## src/rtl/ifmap_fetch.sv

```systemverilog
// rtl/ifmap_fetch.sv - walks a 2-D ifmap tile in byte SRAM and feeds the byte-serial packer word by word
module ifmap_fetch #(
    parameter int BUS    = 31,
    parameter int ADDR_W = 16,
    parameter int DIM_W  = 10
) (
    input  logic              clk,
    input  logic              rst_n,
    input  logic              start,
    input  logic [ADDR_W-1:0] base_addr,
    input  logic [DIM_W-1:0]  img_w,
    input  logic [DIM_W-1:0]  img_h,
    input  logic [DIM_W-1:0]  pitch,
    output logic              mem_re,
    output logic [ADDR_W-1:0] mem_addr,
    input  logic [7:0]        mem_rdata,
    output logic              ser_en,
    output logic [7:0]        ser_data,
    input  logic              pe_ready,
    output logic              word_valid,
    output logic              word_row_end,
    output logic              word_last,
    output logic              busy,
    output logic              done
);
    localparam int LANES = (BUS + 1) / 8;
    localparam int LW    = (LANES > 1) ? $clog2(LANES) : 1;

    typedef enum logic [1:0] {IDLE, WAIT_RDY, ISSUE, DONE} state_t;

    state_t            state;
    logic [ADDR_W-1:0] row_base;
    logic [DIM_W-1:0]  w_r, h_r, pitch_r;
    logic [DIM_W-1:0]  row, col;
    logic [LW-1:0]     lane;
    logic              rd_q, fin_q, row_end_q, tile_last_q;
    logic              remain, last_slot, col_done, slot_rd;

    // col always holds the column of the next slot to be issued
    assign remain    = (w_r != '0) && (row < h_r);
    assign last_slot = (lane == LW'(LANES - 1));
    assign col_done  = (col >= w_r);
    assign slot_rd   = (col < w_r);
    assign busy      = (state != IDLE);
    assign ser_data  = (ser_en && rd_q) ? mem_rdata : 8'h00;

    always_ff @(posedge clk or negedge rst_n) begin
        if (!rst_n) begin
            state        <= IDLE;
            row_base     <= '0;
            w_r          <= '0;
            h_r          <= '0;
            pitch_r      <= '0;
            row          <= '0;
            col          <= '0;
            lane         <= '0;
            rd_q         <= 1'b0;
            fin_q        <= 1'b0;
            row_end_q    <= 1'b0;
            tile_last_q  <= 1'b0;
            mem_re       <= 1'b0;
            mem_addr     <= '0;
            ser_en       <= 1'b0;
            word_valid   <= 1'b0;
            word_row_end <= 1'b0;
            word_last    <= 1'b0;
            done         <= 1'b0;
        end else begin
            done         <= 1'b0;
            ser_en       <= (state == ISSUE);
            rd_q         <= mem_re;
            fin_q        <= (state == ISSUE) && last_slot;
            word_valid   <= fin_q;
            word_row_end <= fin_q && row_end_q;
            word_last    <= fin_q && tile_last_q;
            case (state)
                IDLE: begin
                    mem_re <= 1'b0;
                    if (start) begin
                        row_base <= base_addr;
                        w_r      <= img_w;
                        h_r      <= img_h;
                        pitch_r  <= pitch;
                        row      <= '0;
                        col      <= '0;
                        state    <= WAIT_RDY;
                    end
                end
                WAIT_RDY: begin
                    mem_re <= 1'b0;
                    if (!remain) begin
                        done  <= 1'b1;
                        state <= DONE;
                    end else if (pe_ready) begin
                        lane     <= '0;
                        mem_re   <= slot_rd;
                        mem_addr <= row_base + ADDR_W'(col);
                        if (slot_rd) col <= col + 1'b1;
                        state    <= ISSUE;
                    end
                end
                ISSUE: begin
                    if (last_slot) begin
                        mem_re      <= 1'b0;
                        row_end_q   <= col_done;
                        tile_last_q <= col_done && (({1'b0, row} + 1'b1) >= {1'b0, h_r});
                        if (col_done) begin
                            col      <= '0;
                            row      <= row + 1'b1;
                            row_base <= row_base + ADDR_W'(pitch_r);
                        end
                        state <= WAIT_RDY;
                    end else begin
                        lane     <= lane + 1'b1;
                        mem_re   <= slot_rd;
                        mem_addr <= row_base + ADDR_W'(col);
                        if (slot_rd) col <= col + 1'b1;
                    end
                end
                default: begin
                    mem_re <= 1'b0;
                    state  <= IDLE;
                end
            endcase
        end
    end
endmodule

```

## config.mk

```make
export PLATFORM = sky130hd
export DESIGN_NAME = ifmap_fetch
export DESIGN_NICKNAME = d
export VERILOG_FILES = /design/src/rtl/ifmap_fetch.sv
export SDC_FILE = /design/constraint.sdc
export NUM_CORES = 1
export LEC_CHECK = 0
export CORE_ASPECT_RATIO = 0.6
export CORE_MARGIN = 2
export CORE_UTILIZATION = 55
export DETAILED_ROUTE_END_ITERATION = 7
export PLACE_DENSITY = 0.77
export SYNTH_ARGS = -nofsm -noshare
export SYNTH_HDL_FRONTEND = slang
export SYNTH_SLANG_ARGS = --single-unit
```

## constraint.sdc

```tcl
create_clock -name clk -period 2.9 [get_ports clk]
set_input_delay 0.29 -clock clk [delete_from_list [all_inputs] [get_ports clk]]
set_output_delay 0.29 -clock clk [all_outputs]
set_load 0.01 [all_outputs]
```

==> impl_metrics.toml <==
[placed_design]
place_congestion = 0.939
dpl.hpwl_um = 11800
numPortBuffers = 88

[outcome]
status = "finished with violations"
failed_checks = "hold timing"

[timing]
rsz0062_at_grt = "false"
max_freq_mhz = 369
finalClockSkew_ps = 9.07
hold_violations = 5
fin_hold_ws_ps = -12.7
finalSetupViolCount = 0
tightest_slew_ps = 843
slew_viol_final = 0
period_needed_ps = 2710
period_share = 0.935
tns_ps = 0
relSlewSlack = 0.432

[finish]
drive_gt1_frac = 0.0922
areaGrowthSynthToFinish_pct = 22.7
final_nets = 839
final_cell_mix = "dfrtp_1, clkdlybuf4s50_1, nand2_1"
layout_commonest_cell = "dfrtp_1"
diodes = 0

[floorplan]
initial_utilization = 0.569
fp.coreArea_sq_mm = 0.0106
die_y_um = 85.2
dieWidth_um = 139
ios = 89
die_area_sq_mm = 0.0119
rows = 29

[setup_path]
reg2reg_from = "row[0]"
crit_fanout = 6
crit_arrival_ps = 2930
startpoint_type = "register"
crit_path_start = "row[0]"
path_class = "reg2reg"
worstPathRequired_ps = 3120
worst_setup_path_end_kind = "register"

[power_and_ir_drop]
leakage_nw = 3.39
p_total_w = 0.00754
vdd_drop_max_v = 0.000576
power.density_mw_per_mm2 = 1020

[global_routing]
grt_remaining_overflow = 0
grt_max_degree = 56
grt_antenna_before_repair = 0
grt_usage = 0.268
grt_pass1_wl_um = 25200
grt_pass1_vias = 4952

[synth]
synth_top_area_cell = "dfrtp_1"
yosys_warnings = 0
synthFlopType = "dfrtp_1"
synth_cell_types = 55
synthTopCellsByArea = "dfrtp_1, ha_1, mux2_2"
ys_ff_latch = 96
yosys.area.top_type_share = 0.397
synth_edf_count = 0
synth-seq-area-share = 0.397
async_flop_share = 1.00
synth_area_sq_mm = 0.00604
avgSynthCellArea_sq_um = 9.50
synthCells = 636
synth_nets = 753

[run]
drv_cap = 0

[clock_network]
ctsLongestPathBuffers = 2
root_buffer = "clkbuf_16"
cts-buffers-inserted = 9
htree_levels = 3
worstSkewPairLatency_ps = 350
cts_resized = 0
hold_buffers = 0
post_cts_buffers = 0
cts_tree = "built"
cts.sinks = 96
cts.clk_slew.worst_paths_ps = 70

[detailed_routing]
wl_per_cell_um = 18.0
antenna_left = 0
drcViolationCount = 0
first_pass_iters = 5
drtIter0Drc = 485
routed-via-count = 5141
routed_via_density = 5.94
wirelength_um = 15600

[hold_path]
worstHoldPathType = "in2async"
critical path, cell delays in order (launching register included):
cell	delay (ps)
dfrtp_1	430
ha_1	250
and3_1	210
and3_1	220
and3_1	210
nand2b_1	150
nand2_1	60
ha_1	250
a21o_1	180
a211o_1	290
a311oi_1	250
a211oi_1	80
report_power, final:
part           switching [W]  internal [W]
clock network       0.000535      0.000758
registers           0.000470       0.00187
logic                0.00215       0.00176
registers in the layout, indices dropped and copies added (netlist names), 2 cells and up:
signal and count:
h_r 10, mem_addr 16, row_base 16, col 10, state 2, lane 2
row 10, pitch_r 10, w_r 10
worst paths after layout:
path,slack (ps),depth (start not counted),end
hold / removal,-10,1,w_r[3]
setup / recovery,190,11,tile_last_q
setup reg to reg,190,11,tile_last_q
hold reg to reg,370,0,rd_q
max in group asynchronous,2100,2,word_last
min in group clk,370,0,rd_q
layer usage:
layer | vias to the layer above | track usage | wire length (um)
met4 | 0 | 0.0569 | 136
met2 | 206 | 0.416 | 6810
met3 | 17 | 0.0480 | 1180
li1 | 2481 | - | -
met5 | - | 0 | 0
met1 | 2437 | 0.398 | 7460
layout make-up:
cell class | count | area (sq um)
sequential | 96 | 2400
fill | 787 | 3220
inverter | 40 | 150
clock inverter | 7 | 95.1
tap | 139 | 174
clock buffer | 9 | 225
timing repair buffer | 94 | 948
multi-input combinational | 481 | 3420
per-stage QoR:
step / setup slack (ps) / utilization / std cells / cell area (sq um)
final: 188 / 0.698 / 866 / 7420
after global routing: 26.6 / 0.698 / 866 / 7420
after CTS: 198 / 0.698 / 866 / 7420
after detailed placement: 238 / 0.667 / 850 / 7100
after global placement: 340 / 0.667 / 850 / 7100
after floorplan: 473 / - / 636 / 6040
Yosys cell counts, types with 6 or more instances:
cell      number
nor2_1        38
ha_1          57
xnor2_1       11
dfrtp_1       96
mux2i_1        6
inv_1         39
nor3_1         8
mux2_2        34
o21ai_0       62
a31oi_1        8
a21o_1        10
a211oi_1      10
and3_1        16
nand3_1       16
nand2b_1      13
o21a_1         9
or3_1          6
xor2_1        10
o22a_1         8
clkbuf_1      16
a21oi_1       26
nand2_1       64
kinds of logic after synthesis:
family / Yosys count / share of synthesized area
simple gates: 186 / 0.147
fa+ha+maj: 59 / 0.125
flops: 96 / 0.397
buf+inv: 59 / 0.0373
mux: 40 / 0.0733
compound gates: 175 / 0.190
xor+xnor: 21 / 0.0304
Power figures use the tool's default switching activity.
